## config.mk

```make
export PLATFORM = sky130hd
export DESIGN_NAME = leitor_display_7seg_flat
export DESIGN_NICKNAME = d
export VERILOG_FILES = /design/src/rtl/leitor_display_7seg_if.sv /design/src/rtl/leitor_display_7seg.sv /design/src/flat_wrapper.sv
export SDC_FILE = /design/constraint.sdc
export NUM_CORES = 1
export LEC_CHECK = 0
export CELL_PAD_IN_SITES_DETAIL_PLACEMENT = 1
export CELL_PAD_IN_SITES_GLOBAL_PLACEMENT = 1
export CORE_MARGIN = 2
export CORE_UTILIZATION = 37
export DETAILED_ROUTE_END_ITERATION = 7
export GPL_ROUTABILITY_DRIVEN = 0
export HOLD_SLACK_MARGIN = 0.1
export PLACE_DENSITY_LB_ADDON = 0.12
export REMOVE_ABC_BUFFERS = 1
export SYNTH_ARGS = -nofsm -noshare
export SYNTH_HDL_FRONTEND = slang
export SYNTH_SLANG_ARGS = --single-unit
export TNS_END_PERCENT = 100
```

## constraint.sdc

```tcl
create_clock -name clk -period 2.5 [get_ports clk]
set_input_delay 0.625 -clock clk [delete_from_list [all_inputs] [get_ports clk]]
set_output_delay 0.625 -clock clk [all_outputs]
set_load 0.05 [all_outputs]
```

## src/rtl/leitor_display_7seg_if.sv

```systemverilog
// Display readback bus: the scanned anode/segment lines coming in, and the
// reconstructed digits, validity mask, frame pulse and sticky error flags
// going out. The stopwatch scanner side is the master, the readback block
// is the slave.
interface leitor_display_7seg_if #(
  parameter int N_DIGITS = 4
);

  logic [N_DIGITS-1:0]   an_in;
  logic [6:0]            seg_in;
  logic                  clr_err;
  logic [4*N_DIGITS-1:0] digits_out;
  logic [N_DIGITS-1:0]   digit_valid;
  logic                  frame_done;
  logic                  err_invalid;
  logic                  err_collision;

  modport master (
    output an_in,
    output seg_in,
    output clr_err,
    input  digits_out,
    input  digit_valid,
    input  frame_done,
    input  err_invalid,
    input  err_collision
  );

  modport slave (
    input  an_in,
    input  seg_in,
    input  clr_err,
    output digits_out,
    output digit_valid,
    output frame_done,
    output err_invalid,
    output err_collision
  );

endinterface

```

## src/rtl/leitor_display_7seg.sv

```systemverilog
// Readback of a multiplexed active-low 7-segment display. Each selected digit
// must hold the same anode/segment pattern for STABLE_CYCLES registered
// samples before it is reverse-decoded to BCD and stored. A frame pulse is
// produced once every digit has been captured, and sticky flags report
// unrecognised patterns and multiple simultaneously active anodes.
module leitor_display_7seg #(
  parameter int N_DIGITS      = 4,
  parameter int STABLE_CYCLES = 4
) (
  input logic                  clk,
  input logic                  rst_n,
  leitor_display_7seg_if.slave bus
);

  localparam int CNT_W = $clog2(STABLE_CYCLES + 1);
  localparam logic [CNT_W-1:0] CNT_MAX = CNT_W'(STABLE_CYCLES);
  localparam logic [CNT_W-1:0] CNT_ONE = CNT_W'(1);

  typedef enum logic [1:0] {
    IDLE,
    COUNT,
    CAPTURED
  } state_t;

  state_t                state_q, state_d;
  logic [N_DIGITS-1:0]   anR_q;
  logic [6:0]            segR_q;
  logic [N_DIGITS-1:0]   anL_q, anL_d;
  logic [6:0]            segL_q, segL_d;
  logic [CNT_W-1:0]      cnt_q, cnt_d;
  logic [N_DIGITS-1:0]   seen_q, seen_d;
  logic [4*N_DIGITS-1:0] digits_q, digits_d;
  logic [N_DIGITS-1:0]   valid_q, valid_d;
  logic                  frameDone_q, frameDone_d;
  logic                  errInvalid_q, errInvalid_d;
  logic                  errCollision_q, errCollision_d;

  logic [3:0]            zeroCount;
  logic                  oneHot;
  logic                  collision;
  logic                  match;
  logic                  doCapture;
  logic [3:0]            decValue;
  logic                  decIsDigit;
  logic                  decIsInvalid;

  // Register the raw pins so every decision works on a clean sampled copy.
  always_ff @(posedge clk) begin
    if (!rst_n) begin
      anR_q  <= '1;
      segR_q <= 7'h7F;
    end else begin
      anR_q  <= bus.an_in;
      segR_q <= bus.seg_in;
    end
  end

  // Count selected anodes; exactly one is a digit, two or more is a collision.
  always_comb begin
    zeroCount = 4'd0;
    for (int i = 0; i < N_DIGITS; i++) begin
      zeroCount = zeroCount + {3'b000, ~anR_q[i]};
    end
    oneHot    = (zeroCount == 4'd1);
    collision = (zeroCount > 4'd1);
    match     = (anR_q == anL_q) && (segR_q == segL_q);
  end

  // Reverse-decode the latched segment pattern (g..a, active-low) to BCD.
  always_comb begin
    decValue     = 4'hE;
    decIsDigit   = 1'b0;
    decIsInvalid = 1'b0;
    case (segL_q)
      7'b1000000: begin decValue = 4'd0; decIsDigit = 1'b1; end
      7'b1111001: begin decValue = 4'd1; decIsDigit = 1'b1; end
      7'b0100100: begin decValue = 4'd2; decIsDigit = 1'b1; end
      7'b0110000: begin decValue = 4'd3; decIsDigit = 1'b1; end
      7'b0011001: begin decValue = 4'd4; decIsDigit = 1'b1; end
      7'b0010010: begin decValue = 4'd5; decIsDigit = 1'b1; end
      7'b0000010: begin decValue = 4'd6; decIsDigit = 1'b1; end
      7'b1111000: begin decValue = 4'd7; decIsDigit = 1'b1; end
      7'b0000000: begin decValue = 4'd8; decIsDigit = 1'b1; end
      7'b0010000: begin decValue = 4'd9; decIsDigit = 1'b1; end
      7'b1111111: begin decValue = 4'hF; end
      default:    begin decValue = 4'hE; decIsInvalid = 1'b1; end
    endcase
  end

  // Settling FSM, capture into the digit store, frame tracking and sticky errors.
  always_comb begin
    state_d   = state_q;
    anL_d     = anL_q;
    segL_d    = segL_q;
    cnt_d     = cnt_q;
    doCapture = 1'b0;

    case (state_q)
      IDLE: begin
        if (oneHot) begin
          anL_d   = anR_q;
          segL_d  = segR_q;
          cnt_d   = CNT_ONE;
          state_d = COUNT;
        end
      end
      COUNT: begin
        if (match) begin
          cnt_d = cnt_q + 1'b1;
          if (cnt_q == CNT_MAX - 1'b1) begin
            doCapture = 1'b1;
            state_d   = CAPTURED;
          end
        end else if (oneHot) begin
          anL_d  = anR_q;
          segL_d = segR_q;
          cnt_d  = CNT_ONE;
        end else begin
          state_d = IDLE;
        end
      end
      CAPTURED: begin
        if (!match) begin
          if (oneHot) begin
            anL_d   = anR_q;
            segL_d  = segR_q;
            cnt_d   = CNT_ONE;
            state_d = COUNT;
          end else begin
            state_d = IDLE;
          end
        end
      end
      default: begin
        state_d = IDLE;
      end
    endcase

    if (collision) begin
      state_d   = IDLE;
      doCapture = 1'b0;
    end

    digits_d    = digits_q;
    valid_d     = valid_q;
    seen_d      = seen_q;
    frameDone_d = 1'b0;
    if (seen_q == {N_DIGITS{1'b1}}) begin
      frameDone_d = 1'b1;
      seen_d      = '0;
    end
    for (int i = 0; i < N_DIGITS; i++) begin
      if (doCapture && !anL_q[i]) begin
        digits_d[4*i +: 4] = decValue;
        valid_d[i]         = decIsDigit;
        seen_d[i]          = 1'b1;
      end
    end

    errInvalid_d   = bus.clr_err ? 1'b0 : errInvalid_q;
    errCollision_d = bus.clr_err ? 1'b0 : errCollision_q;
    if (doCapture && decIsInvalid) begin
      errInvalid_d = 1'b1;
    end
    if (collision) begin
      errCollision_d = 1'b1;
    end
  end

  // State and result registers; reset discards any partial count or frame.
  always_ff @(posedge clk) begin
    if (!rst_n) begin
      state_q        <= IDLE;
      anL_q          <= '1;
      segL_q         <= 7'h7F;
      cnt_q          <= '0;
      seen_q         <= '0;
      digits_q       <= '1;
      valid_q        <= '0;
      frameDone_q    <= 1'b0;
      errInvalid_q   <= 1'b0;
      errCollision_q <= 1'b0;
    end else begin
      state_q        <= state_d;
      anL_q          <= anL_d;
      segL_q         <= segL_d;
      cnt_q          <= cnt_d;
      seen_q         <= seen_d;
      digits_q       <= digits_d;
      valid_q        <= valid_d;
      frameDone_q    <= frameDone_d;
      errInvalid_q   <= errInvalid_d;
      errCollision_q <= errCollision_d;
    end
  end

  assign bus.digits_out    = digits_q;
  assign bus.digit_valid   = valid_q;
  assign bus.frame_done    = frameDone_q;
  assign bus.err_invalid   = errInvalid_q;
  assign bus.err_collision = errCollision_q;

endmodule

```

## src/flat_wrapper.sv

```systemverilog
// flat-port wrapper written by rule: the top's interface ports become plain ports
module leitor_display_7seg_flat 
#(
  parameter int N_DIGITS      = 4,
  parameter int STABLE_CYCLES = 4
)
  (clk, rst_n, bus_an_in, bus_seg_in, bus_clr_err, bus_digits_out, bus_digit_valid, bus_frame_done, bus_err_invalid, bus_err_collision);
  leitor_display_7seg_if #(.N_DIGITS(N_DIGITS)) bus_i ();
  input logic clk;
  input logic rst_n;
  input wire logic [$bits(bus_i.an_in)-1:0] bus_an_in;
  input wire logic [$bits(bus_i.seg_in)-1:0] bus_seg_in;
  input wire logic [$bits(bus_i.clr_err)-1:0] bus_clr_err;
  output wire logic [$bits(bus_i.digits_out)-1:0] bus_digits_out;
  output wire logic [$bits(bus_i.digit_valid)-1:0] bus_digit_valid;
  output wire logic [$bits(bus_i.frame_done)-1:0] bus_frame_done;
  output wire logic [$bits(bus_i.err_invalid)-1:0] bus_err_invalid;
  output wire logic [$bits(bus_i.err_collision)-1:0] bus_err_collision;
  assign bus_i.an_in = bus_an_in;
  assign bus_i.seg_in = bus_seg_in;
  assign bus_i.clr_err = bus_clr_err;
  assign bus_digits_out = bus_i.digits_out;
  assign bus_digit_valid = bus_i.digit_valid;
  assign bus_frame_done = bus_i.frame_done;
  assign bus_err_invalid = bus_i.err_invalid;
  assign bus_err_collision = bus_i.err_collision;
  leitor_display_7seg #(.N_DIGITS(N_DIGITS), .STABLE_CYCLES(STABLE_CYCLES)) u_core (.clk(clk), .rst_n(rst_n), .bus(bus_i));
endmodule
```

# Word level (Yosys, flattened, before mapping)
# Cells that the tools add are included.
# Widths: inputs -> output; s select.
# op_classes
n_addsub,4
n_lt_le_gt_ge,1
n_eq_ne,22
muxes,33
bitwise,5
n_reduce_logical,27
# op_table
cell,n
$pmux 4 s11,1
$eq 7x7->1 const B,4
$eq 7x5->1 const B,3
$mux 1,15
$eq 7x6->1 const B,2
$mux 7,2
$pmux 7 s2,1
$reduce_bool 2->1,7
$mux 4,3
$reduce_or 11->1,1
$mux 2,5
$reduce_or 10->1,1
$mux 3,3
$pmux 3 s3,1
$add 4x1->4,2
$pmux 4 s2,1
$eq 7x2->1 const B,1
$eq 7x7->1,1
$logic_not 7->1,1
$logic_and 1x1->1,6
$ne 3x3->1 const B,2
$pmux 2 s3,1
$not 1->1,5
$eq 4x1->1 const B,1
16 further kinds,22
# totals
regBits,54
input_bits,14
out_inout_bits,23
elab_cells,113

# Logic depth before layout (Yosys ltp)
# logic_depth
ltp_word,8
mapped_depth,10
depth_no_buf,9

# Worst setup path before layout
# No wires, ideal clock.
# synth_timing
kind,register to register
from,register u_core.anR_q[0]
to,"register u_core.digits_q[4], in the netlist u_core.bus.digits_out[4]"
setup_time_ns,0.120
t_arrival_ns,2.496
required_ns,2.380
path_slack_ns,-0.115
stages_incl_launch_ff,10
path_buffers,1
period_less_slack_ns,2.615
cell_sequence,dfxtp_1 inv_1 ha_1 fa_1 ha_1 nor2_1 clkbuf_1 nand3b_1 or2_2 a211o_1
# synth_via
elab_chain_len,7
word_cells_on_any_way,11
classes_between,add/sub: 3; order compare: 1; eq/ne: 1; mux: 3; bitwise: 1; reduce/logical: 2
# synth_lines
item,line_no,source
start: declaration,leitor_display_7seg.sv:26,logic [N_DIGITS-1:0] anR_q;
start signal: assignment,leitor_display_7seg.sv:53,anR_q <= bus.an_in;
$not 1->1,leitor_display_7seg.sv:62,"zeroCount = zeroCount + {3'b000, ~anR_q[i]};"
$add 1x1->2,leitor_display_7seg.sv:62,
$add 4x1->4 (2 in series),leitor_display_7seg.sv:62,
$gt 4x1->1,leitor_display_7seg.sv:65,collision = (zeroCount > 4'd1);
$mux 1 (*),leitor_display_7seg.sv:139,if (collision) begin
$logic_and 1x1->1 (*),leitor_display_7seg.sv:153,if (doCapture && !anL_q[i]) begin
end signal: assignment,leitor_display_7seg.sv:189,digits_q <= digits_d;
end: declaration,leitor_display_7seg.sv:32,"logic [4*N_DIGITS-1:0] digits_q, digits_d;"
# Mark *: on every way between the ends. The rest lies on a longest branch, timed or not.
# A chain may end at the register's enable or synchronous reset.

# Worst setup path in the final report
# layout_timing
from,register u_core.anR_q[0]
to,register u_core.anL_q[1]
# layout_via
elab_chain_len,8
word_cells_on_any_way,12
classes_between,add/sub: 3; eq/ne: 3; mux: 3; bitwise: 1; reduce/logical: 2
# layout_lines
item,line_no,source
$not 1->1,leitor_display_7seg.sv:62,
$add 1x1->2,leitor_display_7seg.sv:62,
$add 4x1->4 (2 in series),leitor_display_7seg.sv:62,
$eq 4x1->1,leitor_display_7seg.sv:64,oneHot = (zeroCount == 4'd1);
$mux 4 (2 in series),n/a,
$pmux 4 s2,n/a,
end signal: assignment,leitor_display_7seg.sv:185,anL_q <= anL_d;
end: declaration,leitor_display_7seg.sv:28,"logic [N_DIGITS-1:0] anL_q, anL_d;"
# Parallel ways exist; a longest one is shown, timed or not. The select of a mux whose other input is x is not followed.

==> results.yml <==
run_status:
  status: "completed"
synth:
  synth-adder-area-share: 0.0463
  async_reset_ff_frac: 0
  synth-warning-count: 0
  synth-xor-area-share: 0.0405
  synth_edf_count: 0
  synth_compound_area_frac: 0.162
  synth_cell_types: 52
  synth_area_mm2: 0.00260
  synth-seq-cells: 54
  ys.flop_type: "dfxtp_1"
  synth_mux_area_frac: 0.0463
  ys_seq_area_frac: 0.416
  synth_top_family_by_area: "simple AND/OR/NAND/NOR gates"
  synthSimpleGateAreaFrac: 0.242
  netlist_instances: 284
  syn_avg_cell_area_um2: 9.14
global_routing:
  grt_use_total: 0.180
  antenna_found_initial: 0
  grt_overflow_total: 0
  first_global_vias: 2153
  grt_pass1_wl_um: 10800
  grt_max_degree: 24
critical_path:
  path_cells: "inv_1 -> ha_4 -> fa_2 -> ha_4 -> nor2_2 -> buf_6 -> nand2_2 -> a211oi_4 -> clkbuf_16 -> mux2i_1"
  slowest_delay_ns: 0.38
  critPathBufInv: 3
  cp-start-kind: "flip-flop"
  crit_family: "adder cells"
  critPathArrivalTime_ns: 2.68
  crit_type: "flip-flop to flip-flop"
  crit_top_cell: "ha_4"
  crit_fanout: 8
  cp_slowest_cell: "fa_2"
  cp.required_ns: 2.76
  end_kind: "flip-flop"
placed_design:
  place_area_mm2: 0.00313
  numPortBuffers: 36
  dp_cells: 414
  dp_hpwl_um: 4810
timing:
  min_period_ns: 2.43
  worstMarginPinSlew_ns: 1.04
  slew_violations: 0
  hold_viol_final: 0
  final.setup.tns_ns: 0
  fin_skew_ns: 0.00931
  slew_headroom: 0.306
  fmax_ghz: 0.412
  period_share: 0.970
  setup_viol: 0
floorplanning:
  rows: 30
  fp.dieArea_mm2: 0.00770
  ios: 37
  core_area_mm2: 0.00679
  die_y_um: 87.8
  start_util: 0.382
  die_x_um: 87.8
layout:
  num-fill-cells: 796
  synthToLayoutAreaGrowth_pct: 28.5
  layout.nets: 352
  stdcell_area_mm2: 0.00334
  final_common_cell: "dfxtp_1"
  drive_above_1_share: 0.142
  layout_common_cells: "dfxtp_1, clkdlybuf4s50_1, nor2_1"
  final_cells: 426
  antenna_cells: 0
power:
  pwr_density_cell_mw_per_mm2: 645
  peakVddDrop_v: 0.000361
  power.leakage_nw: 1.22
drt:
  vias_per_cell: 5.25
  firstDrtPassIters: 4
  routed_wl_um: 6830
  dr.first_iter.drc_count: 114
  wire_per_inst_um: 16.0
  drc: 0
  ant_nets: 0
  vias: 2236
clock_tree:
  clkTransAtPathRegs_ns: 0.10
  cts-root-buf: "clkbuf_8"
  clockBufferDepth: 2
  htree_levels: 2
  cts_tree: "done"
  cts_inserted_buffers: 5
  clkSinkCount: 54
  insertion_delay_ns: 0.32
worst_hold_path:
  hp-class: "flip-flop to flip-flop"
run:
  max-cap-violations: 0
## cell type report
class                      count  area [um2]  share of cell area
inverter                      10        37.5              0.0112
multi-input combinational    202        1450               0.433
clock buffer                   5        68.8              0.0206
sequential                    54        1090               0.326
tap                           96         120              0.0360
timing repair buffer          56         557               0.167
clock inverter                 3        21.3             0.00637
## power breakdown
part	internal (mW)	switching [mW]	leakage, nW
registers	0.911	0.0768	0.439
logic	0.316	0.342	0.732
clock network	0.198	0.309	0.0441
## worst paths after layout
path | from | to | slack [ns] | depth (start not counted)
setup / recovery | u_core.anR_q[0] | u_core.anL_q[1] | 0.07 | 10
hold / removal | u_core.seen_q[0] | u_core.seen_q[0] | 0.47 | 2
setup reg to reg | u_core.anR_q[0] | u_core.anL_q[1] | 0.07 | 10
hold reg to reg | u_core.seen_q[0] | u_core.seen_q[0] | 0.47 | 2
## synthesized netlist by cell type, drive strengths merged, types with 2 or more instances
master	n	area, um2
nor3b	5	37.5
nand2b	13	81.3
buf	6	38.8
a21oi	12	60.1
a211o	5	43.8
nor2b	3	18.8
or2	4	25.0
nor4b	2	17.5
or4	2	15.0
o21ai	19	95.1
mux2i	12	120
nand3	2	10.0
nand4	4	40.0
o2bb2ai	2	17.5
and2	3	18.8
and3	2	12.5
nor3	5	30.0
o211ai	13	97.6
clkbuf	12	45.0
nand3b	4	30.0
a221oi	2	17.5
ha	8	100
inv	10	37.5
nor4	3	48.8
dfxtp	54	1080
nand4b	4	35.0
xor2	11	96.3
nor2	31	116
nand2	15	56.3
## state kept, by name (all words and copies together) (netlist names)
register	cells
u_core.bus.digits_out	16
u_core.segL_q	7
u_core.segR_q	7
u_core.anL_q	4
u_core.anR_q	4
u_core.bus.digit_valid	4
u_core.seen_q	4
u_core.cnt_q	3
u_core.state_q	2
u_core.bus.err_collision	1
u_core.bus.err_invalid	1
u_core.bus.frame_done	1
## cell families (layout without fill, tap and decap cells)
kind of cell | count (synthesis) | after routing
flops | 54 | 54
fa+ha+maj | 9 | 9
buf+inv | 28 | 74
compound gates | 63 | 63
mux | 12 | 12
simple gates | 106 | 106
xor+xnor | 12 | 12
## worst reg2reg max path, cell delays in order (launching register included)
cell,delay [ns]
dfxtp_2,0.33
inv_1,0.10
ha_4,0.22
fa_2,0.38
ha_4,0.22
nor2_2,0.09
buf_6,0.14
nand2_2,0.09
a211oi_4,0.37
clkbuf_16,0.23
mux2i_1,0.18
## per-stage QoR
stage               setup WS [ns]  total power, mW  hold WS [ns]  utilization
floorplan                  -0.908             1.38         0.432            -
CTS                       0.00103             2.07         0.470        0.474
global route              -0.0541             2.26         0.490        0.491
finish                     0.0744             2.15         0.469        0.491
global placement            0.116             1.56         0.448        0.461
detailed placement         0.0407             1.57         0.452        0.461
## repair_timing
action / in CTS / in global routing
hold buffers: 0 / 0
resized for setup: 0 / 13
buffers inserted: 0 / 3
setup endpoints to repair: 0 / 39
## per-layer routing
metal  global-route usage  vias to the layer above  wire length (um)
met2                0.311                       52              3380
met4               0.0545                        0                90
met3               0.0311                        6               216
li1                     -                     1098                 -
met1                0.229                     1080              3140
met5                    0                        -                 0
Note: power is estimated with default switching activity, not from simulation.
